### config.mk
export PLATFORM = sky130hd
export DESIGN_NAME = mem_stage_flat
export DESIGN_NICKNAME = d
export VERILOG_FILES = /design/src/rtl/mem_stage_if.sv /design/src/rtl/mem_stage.sv /design/src/flat_wrapper.sv
export SDC_FILE = /design/constraint.sdc
export NUM_CORES = 1
export LEC_CHECK = 0
export ABC_AREA = 1
export CORE_ASPECT_RATIO = 0.5
export CORE_UTILIZATION = 30
export DETAILED_ROUTE_END_ITERATION = 8
export PLACE_DENSITY = 0.7
export RECOVER_POWER = 25
export REMOVE_ABC_BUFFERS = 1
export SLEW_MARGIN = 20
export SYNTH_ARGS = -nofsm -noshare
export SYNTH_HDL_FRONTEND = slang
export SYNTH_SLANG_ARGS = --single-unit
export TNS_END_PERCENT = 10
### constraint.sdc
create_clock -name clk -period 7.8 [get_ports clk]
set_input_delay 1.56 -clock clk [delete_from_list [all_inputs] [get_ports clk]]
set_output_delay 1.56 -clock clk [all_outputs]
set_load 0.02 [all_outputs]
### src/rtl/mem_stage_if.sv
`default_nettype none
// ============================================================================
//  Module      : mem_stage_if
//  Description : Data-bus bundle (req/gnt/rvalid) between mem_stage and memory.
//  Revision    : 1.0  initial release
// ============================================================================
interface mem_stage_if;
    logic        dbus_req;
    logic        dbus_we;
    logic [31:0] dbus_addr;
    logic [3:0]  dbus_be;
    logic [31:0] dbus_wdata;
    logic        dbus_gnt;
    logic        dbus_rvalid;
    logic [31:0] dbus_rdata;

    modport master (
        output dbus_req, dbus_we, dbus_addr, dbus_be, dbus_wdata,
        input  dbus_gnt, dbus_rvalid, dbus_rdata
    );

    modport slave (
        input  dbus_req, dbus_we, dbus_addr, dbus_be, dbus_wdata,
        output dbus_gnt, dbus_rvalid, dbus_rdata
    );
endinterface
`default_nettype wire

### src/rtl/mem_stage.sv
`default_nettype none
// ============================================================================
//  Module      : mem_stage
//  Description : RV32I memory-access stage with lane steering, load extension,
//                optional bus timeout and MEM_MISALIGN_TRAP_EN misalign trap.
//  Revision    : 1.0  initial release
// ============================================================================
module mem_stage #(
    parameter int BUS_TIMEOUT = 0
) (
    input  logic        clk,
    input  logic        rst,
    input  logic        in_valid,
    input  logic [31:0] opr_res,
    input  logic [31:0] rs2_data,
    input  logic [31:0] csr_rdata,
    input  logic [4:0]  rd,
    input  logic [31:0] pc4,
    input  logic        rf_en,
    input  logic [1:0]  wb_sel,
    input  logic        mem_rd,
    input  logic        mem_wr,
    input  logic [1:0]  mem_size,
    input  logic        mem_uns,
    output logic        mem_stall,
    output logic        bus_err,
    mem_stage_if.master dbus,
`ifdef MEM_MISALIGN_TRAP_EN
    output logic        misaligned,
`endif
    output logic        wb_valid,
    output logic [31:0] wb_opr_res,
    output logic [31:0] wb_lsu_rdata,
    output logic [31:0] wb_csr_rdata,
    output logic [4:0]  wb_rd,
    output logic [31:0] wb_pc4,
    output logic        wb_rf_en,
    output logic [1:0]  wb_wb_sel
);

    localparam logic [1:0] S_IDLE = 2'd0;
    localparam logic [1:0] S_REQ  = 2'd1;
    localparam logic [1:0] S_RESP = 2'd2;

    localparam bit         c_tmo_en   = (BUS_TIMEOUT != 0);
    localparam logic [7:0] c_tmo_last = 8'((BUS_TIMEOUT == 0) ? 0 : BUS_TIMEOUT - 1);

    logic [1:0]  r_state;
    logic [1:0]  w_state_next;
    logic [7:0]  r_tmo_cnt;
    logic        w_is_mem;
    logic        w_misaligned;
    logic        w_access;
    logic        w_done;
    logic        w_timeout;
    logic        w_tmo_hit;
    logic [1:0]  w_off;
    logic [31:0] w_shift;
    logic [31:0] w_load_data;

    // Reset gates the request so an access in flight is dropped immediately.
    assign w_is_mem = in_valid & (mem_rd | mem_wr) & ~rst;

`ifdef MEM_MISALIGN_TRAP_EN
    assign w_misaligned = w_is_mem &
                          ((mem_size == 2'b01 & opr_res[0]) |
                           (mem_size[1] & (opr_res[1:0] != 2'b00)));
`else
    assign w_misaligned = 1'b0;
`endif

    assign w_access = w_is_mem & ~w_misaligned;

    always_comb begin
        if (mem_size[1])      w_off = 2'b00;
        else if (mem_size[0]) w_off = {opr_res[1], 1'b0};
        else                  w_off = opr_res[1:0];
    end

    assign dbus.dbus_we    = mem_wr;
    assign dbus.dbus_addr  = {opr_res[31:2], 2'b00};

    always_comb begin
        dbus.dbus_be    = 4'hF;
        dbus.dbus_wdata = rs2_data;
        if (!mem_size[1]) begin
            if (mem_size[0]) begin
                dbus.dbus_be    = 4'b0011 << w_off;
                dbus.dbus_wdata = {2{rs2_data[15:0]}};
            end else begin
                dbus.dbus_be    = 4'b0001 << w_off;
                dbus.dbus_wdata = {4{rs2_data[7:0]}};
            end
        end
    end

    assign w_shift = dbus.dbus_rdata >> {w_off, 3'b000};

    always_comb begin
        w_load_data = w_shift;
        if (!mem_size[1]) begin
            if (mem_size[0]) w_load_data = {{16{~mem_uns & w_shift[15]}}, w_shift[15:0]};
            else             w_load_data = {{24{~mem_uns & w_shift[7]}},  w_shift[7:0]};
        end
    end

    assign w_tmo_hit = c_tmo_en && (r_tmo_cnt == c_tmo_last);

    always_comb begin
        w_state_next  = r_state;
        dbus.dbus_req = 1'b0;
        w_done        = 1'b0;
        w_timeout     = 1'b0;
        case (r_state)
            S_IDLE: begin
                if (w_access) begin
                    dbus.dbus_req = 1'b1;
                    if (dbus.dbus_gnt) begin
                        if (mem_wr) w_done       = 1'b1;
                        else        w_state_next = S_RESP;
                    end else begin
                        w_state_next = S_REQ;
                    end
                end
            end
            S_REQ: begin
                dbus.dbus_req = 1'b1;
                if (dbus.dbus_gnt) begin
                    if (mem_wr) begin
                        w_done       = 1'b1;
                        w_state_next = S_IDLE;
                    end else begin
                        w_state_next = S_RESP;
                    end
                end else if (w_tmo_hit) begin
                    w_timeout    = 1'b1;
                    w_state_next = S_IDLE;
                end
            end
            S_RESP: begin
                if (dbus.dbus_rvalid) begin
                    w_done       = 1'b1;
                    w_state_next = S_IDLE;
                end else if (w_tmo_hit) begin
                    w_timeout    = 1'b1;
                    w_state_next = S_IDLE;
                end
            end
            default: w_state_next = S_IDLE;
        endcase
    end

    assign mem_stall = w_access & ~w_done & ~w_timeout;

    always_ff @(posedge clk or posedge rst) begin
        if (rst) r_state <= S_IDLE;
        else     r_state <= w_state_next;
    end

    // Counter restarts on every state entry, so REQ and RESP are timed separately.
    always_ff @(posedge clk or posedge rst) begin
        if (rst)                                              r_tmo_cnt <= 8'd0;
        else if (r_state == S_IDLE || w_state_next != r_state) r_tmo_cnt <= 8'd0;
        else                                                  r_tmo_cnt <= r_tmo_cnt + 8'd1;
    end

    always_ff @(posedge clk or posedge rst) begin
        if (rst) begin
            wb_valid     <= 1'b0;
            wb_rf_en     <= 1'b0;
            wb_opr_res   <= 32'd0;
            wb_lsu_rdata <= 32'd0;
            wb_csr_rdata <= 32'd0;
            wb_rd        <= 5'd0;
            wb_pc4       <= 32'd0;
            wb_wb_sel    <= 2'd0;
            bus_err      <= 1'b0;
`ifdef MEM_MISALIGN_TRAP_EN
            misaligned   <= 1'b0;
`endif
        end else begin
            wb_valid     <= in_valid & ~mem_stall & ~w_timeout;
            wb_rf_en     <= rf_en & in_valid & ~mem_stall & ~w_timeout & ~w_misaligned;
            wb_opr_res   <= opr_res;
            wb_lsu_rdata <= w_load_data;
            wb_csr_rdata <= csr_rdata;
            wb_rd        <= rd;
            wb_pc4       <= pc4;
            wb_wb_sel    <= wb_sel;
            bus_err      <= w_timeout;
`ifdef MEM_MISALIGN_TRAP_EN
            misaligned   <= w_misaligned;
`endif
        end
    end

endmodule
`default_nettype wire

### src/flat_wrapper.sv
// flat-port wrapper written by rule: the top's interface ports become plain ports
module mem_stage_flat 
#(
    parameter int BUS_TIMEOUT = 0
)
  (clk, rst, in_valid, opr_res, rs2_data, csr_rdata, rd, pc4, rf_en, wb_sel, mem_rd, mem_wr, mem_size, mem_uns, mem_stall, bus_err, wb_valid, wb_opr_res, wb_lsu_rdata, wb_csr_rdata, wb_rd, wb_pc4, wb_rf_en, wb_wb_sel, dbus_dbus_req, dbus_dbus_we, dbus_dbus_addr, dbus_dbus_be, dbus_dbus_wdata, dbus_dbus_gnt, dbus_dbus_rvalid, dbus_dbus_rdata);
  mem_stage_if dbus_i ();
  input  logic clk;
  input  logic rst;
  input  logic in_valid;
  input  logic [31:0] opr_res;
  input  logic [31:0] rs2_data;
  input  logic [31:0] csr_rdata;
  input  logic [4:0] rd;
  input  logic [31:0] pc4;
  input  logic rf_en;
  input  logic [1:0] wb_sel;
  input  logic mem_rd;
  input  logic mem_wr;
  input  logic [1:0] mem_size;
  input  logic mem_uns;
  output logic mem_stall;
  output logic bus_err;
  output logic wb_valid;
  output logic [31:0] wb_opr_res;
  output logic [31:0] wb_lsu_rdata;
  output logic [31:0] wb_csr_rdata;
  output logic [4:0] wb_rd;
  output logic [31:0] wb_pc4;
  output logic wb_rf_en;
  output logic [1:0] wb_wb_sel;
  output wire logic [$bits(dbus_i.dbus_req)-1:0] dbus_dbus_req;
  output wire logic [$bits(dbus_i.dbus_we)-1:0] dbus_dbus_we;
  output wire logic [$bits(dbus_i.dbus_addr)-1:0] dbus_dbus_addr;
  output wire logic [$bits(dbus_i.dbus_be)-1:0] dbus_dbus_be;
  output wire logic [$bits(dbus_i.dbus_wdata)-1:0] dbus_dbus_wdata;
  input wire logic [$bits(dbus_i.dbus_gnt)-1:0] dbus_dbus_gnt;
  input wire logic [$bits(dbus_i.dbus_rvalid)-1:0] dbus_dbus_rvalid;
  input wire logic [$bits(dbus_i.dbus_rdata)-1:0] dbus_dbus_rdata;
  assign dbus_dbus_req = dbus_i.dbus_req;
  assign dbus_dbus_we = dbus_i.dbus_we;
  assign dbus_dbus_addr = dbus_i.dbus_addr;
  assign dbus_dbus_be = dbus_i.dbus_be;
  assign dbus_dbus_wdata = dbus_i.dbus_wdata;
  assign dbus_i.dbus_gnt = dbus_dbus_gnt;
  assign dbus_i.dbus_rvalid = dbus_dbus_rvalid;
  assign dbus_i.dbus_rdata = dbus_dbus_rdata;
  mem_stage #(.BUS_TIMEOUT(BUS_TIMEOUT)) u_core (.clk(clk), .rst(rst), .in_valid(in_valid), .opr_res(opr_res), .rs2_data(rs2_data), .csr_rdata(csr_rdata), .rd(rd), .pc4(pc4), .rf_en(rf_en), .wb_sel(wb_sel), .mem_rd(mem_rd), .mem_wr(mem_wr), .mem_size(mem_size), .mem_uns(mem_uns), .mem_stall(mem_stall), .bus_err(bus_err), .dbus(dbus_i), .wb_valid(wb_valid), .wb_opr_res(wb_opr_res), .wb_lsu_rdata(wb_lsu_rdata), .wb_csr_rdata(wb_csr_rdata), .wb_rd(wb_rd), .wb_pc4(wb_pc4), .wb_rf_en(wb_rf_en), .wb_wb_sel(wb_wb_sel));
endmodule
After elaboration in Yosys (flattened, before gate mapping). Index checks and enable logic that the tools add are counted.

Register bits: 139. Input port bits: 178. Output and inout port bits: 209. Logic and storage cells: 55.

Equal/unequal tests: 6. Shifts and indexed selects: 3. Multiplexer cells: 22. Bitwise gates (word level): 13. Reduce and logical (&&, ||, !) cells: 2.

Operators by type and width (count): two-way mux 32 bit (4); right shift 32 x 5 -> 32 bit (1); two-way mux 2 bit (7); bitwise AND 1 bit (8); two-way mux 4 bit (2); two-way mux 1 bit (6); case mux 2 bit (3 select lines) (1); inequality test 2 bit (second input constant) (2); NOT 1 bit (4); AND reduction 4 bit (1); left shift 1 x 2 -> 4 bit (first input constant) (1); left shift 2 x 2 -> 4 bit (first input constant) (1); inequality test 3 bit (second input constant) (1); case mux 1 bit (3 select lines) (1); == test 2 x 1 -> 1 bit (second input constant) (1); == test 2 bit (second input constant) (1); logical NOT 2 bit (1); inequality test 2 x 1 -> 1 bit (second input constant) (1); case mux 1 bit (2 select lines) (1); OR 1 bit (1).

Logic depth before layout (Yosys ltp). Gate-level depths: netlist of run 1.

Depth in word-level cells: 9. Mapped depth: 11. Depth with buffers taken out: 9.

Worst setup path after synthesis of run 1. Ideal clock, no wire load.

Kind: input to output. Start point: in rst. End point: out dbus_dbus_req. Arrival: 5294 ps. Data required time: 6240 ps. Slack: 946 ps. Cell stages on the path: 3. Buffers on the path: 0. Path through: inv_1 > nand2_1 > a21oi_1.

Cells in the longest elaborated chain, start to end: 4.

Ends and longest elaborated chain: start, declared (line flat_wrapper.sv:9) `input logic rst;`; NOT 1 bit (line mem_stage.sv:62) `assign w_is_mem = in_valid & (mem_rd | mem_wr) & ~rst;`; bitwise AND 1 bit (line mem_stage.sv:62); two-way mux 1 bit (line mem_stage.sv:116) `if (w_access) begin`; case mux 1 bit (2 select lines) (line mem_stage.sv:114) `case (r_state)`; end, declared (line flat_wrapper.sv:32) `output wire logic [$bits(dbus_i.dbus_req)-1:0] dbus_dbus_req;`.

No other way between the ends.

Worst setup path after layout of run 1.
Start point: in mem_size[1]. End point: out dbus_dbus_be[0].

Cells in the longest elaborated chain, start to end: 4. Elaborated cells on any way between the ends: 5. Those cells by class: shift (2); mux (3).

Ends and longest elaborated chain: start, declared (line flat_wrapper.sv:20) `input logic [1:0] mem_size;`; two-way mux 2 bit (line mem_stage.sv:75) `if (mem_size[1]) w_off = 2'b00;`; left shift 2 x 2 -> 4 bit / left shift 1 x 2 -> 4 bit (equally long branches) (line mem_stage.sv:88, mem_stage.sv:91); two-way mux 4 bit (line mem_stage.sv:87) `if (mem_size[0]) begin`; two-way mux 4 bit (*) (line mem_stage.sv:86) `if (!mem_size[1]) begin`; end, declared (line flat_wrapper.sv:35) `output wire logic [$bits(dbus_i.dbus_be)-1:0] dbus_dbus_be;`.

Every way passes the cells marked *; elsewhere a longest branch is shown, timed or not.

==> results by group, run 1 <==
Run status
  • Status: complete, no violations

Layout
  • Nets: 982
  • Layout area overhead: 81.8%
  • Utilization after layout: 56.9%
  • Diode count: 0
  • FF/Latch Area: 3480 um^2
  • Fillcell total: 1413
  • Final instance area: 9490 um^2
  • Layout cells sized above 1: 8.32%
  • Multi-input gate area: 1160 um^2

Setup path
  • Setup crit end kind: output port
  • CP max stage cell: clkdlybuf4s50_1
  • Crit path largest cell delay: 0.91 ns
  • Worst Setup SP: mem_size[1]
  • Worst-path fanout max: 35
  • Crit path launch type: input pin
  • R2r setup slk: 6.78 ns
  • Reg-to-reg startpoint: u_core.r_state[1]$_DFFE_PP0P_
  • Worst R2R End: u_core.wb_rf_en$_DFF_PP0_
  • Most frequent CP cell: clkdlybuf4s50_1
  • Arrival time worst endpoint: 4.25 ns
  • Worst Path Required: 6.24 ns
  • Reg2reg path depth: 7
  • Critical path class: in -> out
  • CP Cell Sequence: clkdlybuf4s50_1 -> buf_4 -> nor2_8 -> nand2_4 -> inv_2 -> nor2_1 -> clkdlybuf4s50_1

Clocking
  • Clock Tree Root: clkbuf_16
  • Post-CTS sizing: 0
  • CTS H-Tree Depth: 4
  • Num CTS Buffers: 17
  • Clock slew at reported path FFs: 0.06 ns
  • Worst-Skew Late Latency: 0.40 ns
  • CTS tree: done
  • Cts-stage hold buffer count: 0
  • Clock Tree Buf Depth: 2
  • Clock sinks: 139
  • Setup Buffers After CTS: 0

Route
  • Avg WL per Cell: 16.7 um
  • Overall routed net length: 17.4 mm
  • Pre-antenna DRT Iters: 5
  • Avg Vias per Cell: 4.27
  • Post-route ant nets: 0
  • 1st-iter DRT viols: 206
  • Routed vias: 4463
  • Remaining DRCs: 0

Pwr
  • Static leakage: 4.30 nW
  • Int Power: 1.40 mW
  • Logic pwr share: 20.9%
  • Reg power frac: 39.9%
  • Clk pwr share: 39.2%
  • VDD IR-drop max: 0.110 mV
  • P per Cell Area: 206 nW/um^2
  • Sw power: 0.555 mW
  • Final Power: 1.95 mW
  • Sw Ratio: 28.4%

Floorplan
  • Initial cell density of the core: 31.3%
  • Core area: 16700 um^2
  • Die area: 18000 um^2
  • Chip Height: 95.3 um
  • Chip width: 189 um
  • Num rows: 33
  • IO Count: 387

Yosys
  • Yosys warning total: 0
  • EDFF count, synth: 0
  • Sequential share of the synthesized area: 66.6%
  • Post-synth cell types: 28
  • Syn_area_per_cell: 11.4 um^2
  • Synth Cell Area: 5220 um^2
  • #FFs+latches synth: 139
  • Post-synthesis cell count: 456
  • Leading register cell type out of synthesis: dfrtp_1
  • Ys async rst share: 100%

GRT
  • Vias in the first global route: 4556
  • GRT Total Usage: 19.0%
  • Largest net degree at the start of global routing: 73
  • Grt ovf: 0
  • First-pass GRT wire length: 25.7 mm
  • Initial antenna violation count: 0

STA
  • Sum Neg Setup Slack: 0 ns
  • Fin. Hold Viols: 0
  • Max-slew violations: 0
  • Setup violations, final: 0
  • Worst setup margin: 1.99 ns
  • RSZ-0062 raised after global routing: false
  • Final Skew: 0.00275 ns
  • Fin crit period: 5.81 ns
  • Worst-margin pin slew: 0.864 ns
  • Period Utilization, post-route: 74.5%
  • Fmax: 0.172 GHz
  • Worst rel slew slack: 42.4%

Hold path
  • Worst Hold Depth: 1
  • Hold path startpoint: u_core.r_state[1]$_DFFE_PP0P_
  • Hold Path Sink: u_core.r_state[0]$_DFFE_PP0P_
  • Hold Path Class: reg -> reg

Place
  • Hpwl dp: 13.7 mm
  • Placed Instance Area: 8930 um^2
  • Pre-CTS setup slack: 2.02 ns
  • RePlAce Congestion: 0.800
  • Count of input and output buffers: 383

Flow run
  • Max Cap Viol: 0
==> per-layer routing <==
metal / up-vias / track usage, % / wire [um]
met4: 0 / 4.97 / 153
met3: 10 / 4.38 / 1030
li1: 2087 / - / -
met5: - / 0 / 0
met2: 197 / 34.2 / 9250
met1: 2169 / 23.2 / 6960
==> worst max-delay path by stage <==
stage | to | slack [ns] | depth (start not counted)
after floorplan | dbus_dbus_req | 0.95 | 3
after global placement | dbus_dbus_be[0] | 2.04 | 7
after detailed placement | dbus_dbus_be[0] | 2.02 | 7
after CTS | dbus_dbus_be[0] | 1.99 | 7
after global routing | dbus_dbus_be[2] | 1.83 | 7
final | dbus_dbus_be[0] | 1.99 | 7
==> cell usage in the layout (no fill, tap or decap), types with 3 or more instances in the layout <==
cell	count
clkdlybuf4s50_1	279
dfrtp_1	139
nand2_1	112
dlygate4sd3_1	104
inv_1	33
o21ai_0	22
nand3_2	17
nand3_1	17
clkbuf_16	17
nor2_1	14
o211ai_1	10
o22ai_1	7
inv_6	7
nand2_4	4
nand2_2	4
inv_4	3
a21oi_1	3
conb_1	3
inv_8	3
clkinv_4	3
==> layout make-up <==
| class | count | area share [%] |
|---|---|---|
| well taps | 227 | 2.99 |
| multi-input cells | 223 | 12.2 |
| inverters | 38 | 1.63 |
| repair buffers | 385 | 40.5 |
| flip-flops and latches | 139 | 36.6 |
| clock inverters | 14 | 1.32 |
| clock buffers | 18 | 4.63 |
==> kinds of logic (layout without fill, tap and decap cells) <==
kind of cell	after synthesis	count (layout)	share of synthesized area [%]
buffers and inverters	96	455	11.3
AOI/OAI and AO/OA	43	43	4.82
and+or+nand+nor	177	177	17.2
other	1	3	0.0718
DFF	139	139	66.6
==> flip-flops by register name (all words and copies together), names as in the netlist <==
register	cells
u_core.wb_csr_rdata	32
u_core.wb_wb_sel	2
u_core.wb_opr_res	32
u_core.wb_lsu_rdata	32
u_core.r_state	2
u_core.wb_rf_en	1
u_core.wb_valid	1
u_core.wb_pc4	32
u_core.wb_rd	5
==> Yosys cell counts (all sizes together) (2+ instances only) <==
master	number	area share [%]
clkbuf	5	0.36
o22ai	7	0.84
o21ai	22	2.1
nand3	35	5.2
o211ai	10	1.4
buf	53	8.0
inv	38	2.9
nor3	2	0.19
a21oi	3	0.29
nand3b	2	0.29
dfrtp	139	67
nand2	121	9.8
nor2	16	1.6
==> power groups by stage <==
stage,Sequential (mW),Clock (mW),Combinational [mW]
floorplan,0.851,0,0.0849
global placement,0.793,0,0.417
detailed placement,0.794,0,0.420
CTS,0.780,0.787,0.423
global route,0.784,0.822,0.432
finish,0.780,0.766,0.407
==> worst max-delay path: cells and delay by family <==
family	cells	cell delay, ns
AND/OR/NAND/NOR	3	0.55
buffers and inverters	4	2.13
==> through the flow <==
| stage | hold slack (ns) | cells |
|---|---|---|
| after floorplan | 0.487 | 400 |
| after global placement | 0.524 | 1012 |
| after detailed placement | 0.541 | 1012 |
| after CTS | 0.551 | 1044 |
| after global routing | 0.581 | 1044 |
| final | 0.551 | 1044 |
No activity file was read; power rests on OpenSTA's default activity.
==> run 2, diff against run 1 <==
clock period = 6 ns   (was 7.8 ns; I/O delays follow)
==> run 2 against run 1 <==
Global-route usage is 0.32 points higher. Combinational power grew 31%. Utilization increased by 0.18 points. Critical path depth shrank 1. Sequential share of layout area shrank 0.12 points. Setup slack got worse by 0.99 ns. Clock skew is 0.0020 ns lower.
==> results by group, run 2 (synthesis results as in run 1) <==
Route
  • Post-route ant nets: 0
  • Pre-antenna DRT Iters: 4
  • Routed vias: 4467
  • 1st-iter DRT viols: 165
  • Avg WL per Cell: 16.8 um
  • Remaining DRCs: 0
  • Avg Vias per Cell: 4.27
  • Overall routed net length: 17.5 mm

Clocking
  • Clock Tree Root: clkbuf_16
  • Worst-Skew Late Latency: 0.40 ns
  • CTS H-Tree Depth: 4
  • Num CTS Buffers: 17
  • Clock slew at reported path FFs: 0.06 ns
  • Clock sinks: 139
  • Cts-stage hold buffer count: 0
  • CTS tree: done
  • Clock Tree Buf Depth: 2
  • Post-CTS sizing: 0
  • Setup Buffers After CTS: 0

Floorplan
  • Num rows: 33
  • Die area: 18000 um^2
  • Chip Height: 95.3 um
  • Core area: 16700 um^2
  • IO Count: 387
  • Chip width: 189 um
  • Initial cell density of the core: 31.3%

STA
  • Fmax: 0.200 GHz
  • Setup violations, final: 0
  • Period Utilization, post-route: 83.3%
  • Worst rel slew slack: 41.7%
  • Fin. Hold Viols: 0
  • Fin crit period: 5.00 ns
  • Worst-margin pin slew: 0.871 ns
  • RSZ-0062 raised after global routing: false
  • Final Skew: 0.000770 ns
  • Worst hold slack: 0.548 ns
  • Max-slew violations: 0

Setup path
  • Crit path launch type: input pin
  • Arrival time worst endpoint: 3.80 ns
  • CP max stage cell: clkdlybuf4s50_1
  • Most frequent CP cell: clkdlybuf4s50_1
  • CP Cell Sequence: clkdlybuf4s50_1 -> nor2_8 -> nand2_4 -> inv_2 -> nor2_1 -> clkdlybuf4s50_1
  • Crit path largest cell delay: 0.86 ns
  • Worst-path fanout max: 35
  • Critical path class: in -> out
  • Worst Path Required: 4.80 ns
  • Setup crit end kind: output port

GRT
  • GRT Total Usage: 19.3%
  • Grt ovf: 0
  • First-pass GRT wire length: 25.9 mm
  • Largest net degree at the start of global routing: 83
  • Vias in the first global route: 4636
  • Initial antenna violation count: 0

Pwr
  • Static leakage: 4.31 nW
  • VDD IR-drop max: 0.136 mV
  • Logic pwr share: 20.6%
  • Clk pwr share: 40.2%
  • Sw power: 0.724 mW
  • Int Power: 1.86 mW
  • Final Power: 2.58 mW
  • Reg power frac: 39.2%
  • Sw Ratio: 28.0%
  • P per Cell Area: 271 nW/um^2

Place
  • Count of input and output buffers: 383
  • Placed Instances: 1013
  • Hpwl dp: 13.6 mm
  • RePlAce Congestion: 0.828
  • Placed Instance Area: 8930 um^2

Layout
  • Nets: 983
  • Layout cells sized above 1: 8.44%
  • Diode count: 0
  • Final Non-Filler Cells: 1045
  • Layout area overhead: 82.4%
  • Leading cell type in the layout, fill and taps excluded: clkdlybuf4s50_1
  • Most frequent cells in the layout: clkdlybuf4s50_1 (278), dfrtp_1 (139), nand2_1 (112)
  • Final instance area: 9520 um^2

Run status
  • Status: complete, no violations

Hold path
  • Hold Path Class: reg -> reg

Flow run
  • Max Cap Viol: 0
-- run 2: path summary, 6_finish.rpt --
kind | slack (ns) | startpoint | endpoint | depth (start not counted)
max in group asynchronous | 3.21 | rst | u_core.wb_pc4[9]$_DFF_PP0_ | 4
setup / recovery | 1.00 | mem_size[1] | dbus_dbus_be[0] | 6
hold reg to reg | 0.55 | u_core.r_state[1]$_DFFE_PP0P_ | u_core.r_state[0]$_DFFE_PP0P_ | 1
min in group asynchronous | 1.55 | rst | u_core.r_state[0]$_DFFE_PP0P_ | 3
setup reg to reg | 4.99 | u_core.r_state[1]$_DFFE_PP0P_ | u_core.wb_rf_en$_DFF_PP0_ | 7
hold / removal | 0.55 | u_core.r_state[1]$_DFFE_PP0P_ | u_core.r_state[0]$_DFFE_PP0P_ | 1
-- run 2: power groups by stage --
stage	clock, mW	sequential [mW]	combinational [mW]
3_3_place_gp	0	1.03	0.545
3_5_place_dp	0	1.03	0.549
5_1_grt	1.12	1.02	0.565
4_1_cts	1.07	1.01	0.552
6_report	1.04	1.01	0.532
2_1_floorplan	0	1.11	0.110
-- run 2: worst max-delay path, delay by kind of cell --
kind	cells	cell delay, ns
buf+inv	3	1.73
simple gates	3	0.83
-- run 2: stage by stage --
step | setup TNS (ns) | util (%) | worst slack, ns
2_1_floorplan | -0.134 | - | -0.134
3_3_place_gp | 0 | 53.6 | 1.04
3_5_place_dp | 0 | 53.6 | 0.989
4_1_cts | 0 | 57.1 | 0.975
5_1_grt | 0 | 57.1 | 0.832
6_report | 0 | 57.1 | 1.00
-- run 2: layout make-up --
class                           instances  area (um^2)
Fill cell                            1379         7160
Timing Repair Buffer                  386         3860
Sequential cell                       139         3480
Multi-Input combinational cell        223         1160
Clock buffer                           18          439
Tap cell                              227          284
Inverter                               38          151
Clock inverter                         14          148
-- run 2: metal layers --
| metal | GRT usage [%] | vias to the layer above | part of all wire [%] |
|---|---|---|---|
| met4 | 6.79 | 0 | 1.2 |
| met5 | 0 | - | 0 |
| li1 | - | 2094 | - |
| met2 | 34.4 | 181 | 53 |
| met3 | 4.78 | 18 | 5.5 |
| met1 | 23.0 | 2174 | 40 |
==> run 3, diff against run 2 <==
clock period = 5.2 ns   (was 6 ns; I/O delays follow)
==> run 3 against run 2 <==
The run now ends with capacitance limit, slew limit left. Flip-flop and latch count unchanged. Critical path depth up 1. Worst hold slack better by 0.0046 ns. Power up 16%. First-iteration DRC count down 12%. Clock power up 16%. Count of clock-buffer cells in the layout unchanged. Sequential power up 16%. Utilization about the same. Via count about the same. Clock skew about the same.
==> results by group, run 3 (synthesis results as in run 1) <==
Run status
  • Status: finished, violations left
  • Failing checks: capacitance limit, slew limit

Setup path
  • R2r setup slk: 4.21 ns
  • Worst-path fanout max: 24
  • Worst R2R End: u_core.wb_rf_en$_DFF_PP0_
  • Reg-to-reg startpoint: u_core.r_state[1]$_DFFE_PP0P_
  • Setup crit end kind: output port
  • Critical path class: in -> out
  • Arrival time worst endpoint: 3.15 ns
  • Crit path launch type: input pin
  • Crit path largest cell delay: 0.62 ns
  • CP max stage cell: clkdlybuf4s50_1
  • CP Cell Sequence: clkdlybuf4s50_1 -> buf_4 -> inv_4 -> nand2_4 -> inv_4 -> a21oi_1 -> clkdlybuf4s50_1
  • Crit path buffers/inverters: 5
  • Reg2reg path depth: 7
  • Worst Path Required: 4.16 ns
  • Top Family by Delay on Critical Path: buffers and inverters

Clocking
  • Clock Tree Buf Depth: 2
  • CTS H-Tree Depth: 4
  • Post-CTS sizing: 0
  • CTS tree: done
  • Clock slew at reported path FFs: 0.06 ns
  • Clock sinks: 139
  • Cts-stage hold buffer count: 0
  • Setup Buffers After CTS: 0
  • Clock Tree Root: clkbuf_16
  • Num CTS Buffers: 17
  • Worst-Skew Late Latency: 0.40 ns

Route
  • Overall routed net length: 17.2 mm
  • 1st-iter DRT viols: 145
  • Pre-antenna DRT Iters: 4
  • Avg Vias per Cell: 4.27
  • Post-route ant nets: 0
  • Avg WL per Cell: 16.5 um
  • Routed vias: 4465
  • Remaining DRCs: 0

Layout
  • Fillcell total: 1390
  • Nets: 984
  • Layout cells sized above 1: 8.55%
  • Diode count: 0
  • Final Non-Filler Cells: 1046
  • Layout area overhead: 82.6%
  • Leading cell type in the layout, fill and taps excluded: clkdlybuf4s50_1
  • Utilization after layout: 57.1%
  • FF/Latch Area: 3480 um^2
  • Most frequent cells in the layout: clkdlybuf4s50_1 (278), dfrtp_1 (139), nand2_1 (112)
  • Multi-input gate area: 1160 um^2

Pwr
  • VDD IR-drop max: 0.197 mV
  • Static leakage: 4.32 nW
  • P per Cell Area: 313 nW/um^2

Hold path
  • Hold Path Sink: u_core.r_state[0]$_DFFE_PP0P_
  • Hold path startpoint: u_core.r_state[1]$_DFFE_PP0P_
  • Hold Path Class: reg -> reg
  • Worst Hold Depth: 1

Floorplan
  • Chip width: 189 um
  • Die area: 18000 um^2
  • Chip Height: 95.3 um
  • Num rows: 33
  • Core area: 16700 um^2
  • IO Count: 387
  • Initial cell density of the core: 31.3%

STA
  • Max-slew violations: 72
  • Worst setup margin: 1.01 ns
  • Worst hold slack: 0.553 ns
  • Final Skew: 0.000977 ns
  • Worst-margin pin slew: 1.72 ns
  • Sum Neg Setup Slack: 0 ns
  • Worst rel slew slack: -14.8%
  • Period Utilization, post-route: 80.6%
  • Fin. Hold Viols: 0
  • Fin crit period: 4.19 ns
  • Fmax: 0.239 GHz
  • Setup violations, final: 0
  • RSZ-0062 raised after global routing: false

GRT
  • GRT Total Usage: 18.6%
  • Vias in the first global route: 4578
  • First-pass GRT wire length: 25.2 mm
  • Initial antenna violation count: 0
  • Grt ovf: 0
  • Largest net degree at the start of global routing: 72

Place
  • Count of input and output buffers: 383
  • RePlAce Congestion: 0.859
  • Pre-CTS setup slack: 1.01 ns
  • Hpwl dp: 13.5 mm
  • Placed Instances: 1014

Flow run
  • Max Cap Viol: 1
==> run 3: routing by layer <==
| metal | global-route usage [%] | wire (um) | part of all wire (%) |
|---|---|---|---|
| met5 | 0 | 0 | 0 |
| met4 | 5.38 | 153 | 0.89 |
| met3 | 3.46 | 818 | 4.8 |
| met2 | 34.5 | 9300 | 54 |
| met1 | 22.3 | 6940 | 40 |
==> run 3: how the worst max path moves through the flow <==
stage	startpoint	end	slack (ns)	depth (start not counted)
floorplan	rst	dbus_dbus_req	-0.61	3
global placement	mem_size[1]	dbus_dbus_be[1]	1.05	7
detailed placement	mem_size[1]	dbus_dbus_be[1]	1.01	7
CTS	mem_size[1]	dbus_dbus_be[1]	1.0	7
global route	mem_size[1]	dbus_dbus_be[0]	0.87	6
finish	mem_size[1]	dbus_dbus_be[1]	1.01	7
==> run 3: through the flow <==
stage	total power, mW	instance area, um^2
after floorplan	1.40	4790
after global placement	1.82	8940
after detailed placement	1.82	8940
after CTS	3.04	9530
after global routing	3.11	9530
final	2.99	9530
==> run 3: report_power, final <==
group          switching [mW]  internal, mW  leakage [nW]
clock network           0.511         0.694         0.286
registers              0.0211          1.15          1.64
logic                   0.306         0.306          2.39
==> run 3: final cells by class <==
class                      count  share of cell area [%]
inverter                      38                    1.62
clock buffer                  18                    4.61
multi-input combinational    223                    12.2
timing repair buffer         387                    40.5
sequential                   139                    36.5
clock inverter                14                    1.59
tap                          227                    2.98
==> run 3: worst register-to-register path, stage by stage (launching register included) <==
cell and delay [ns]:
dfrtp_1 0.42, inv_1 0.10, nand3_1 0.07, nand3_1 0.10, nand2_1 0.07, inv_1 0.04
nand2_1 0.05, inv_1 0.03
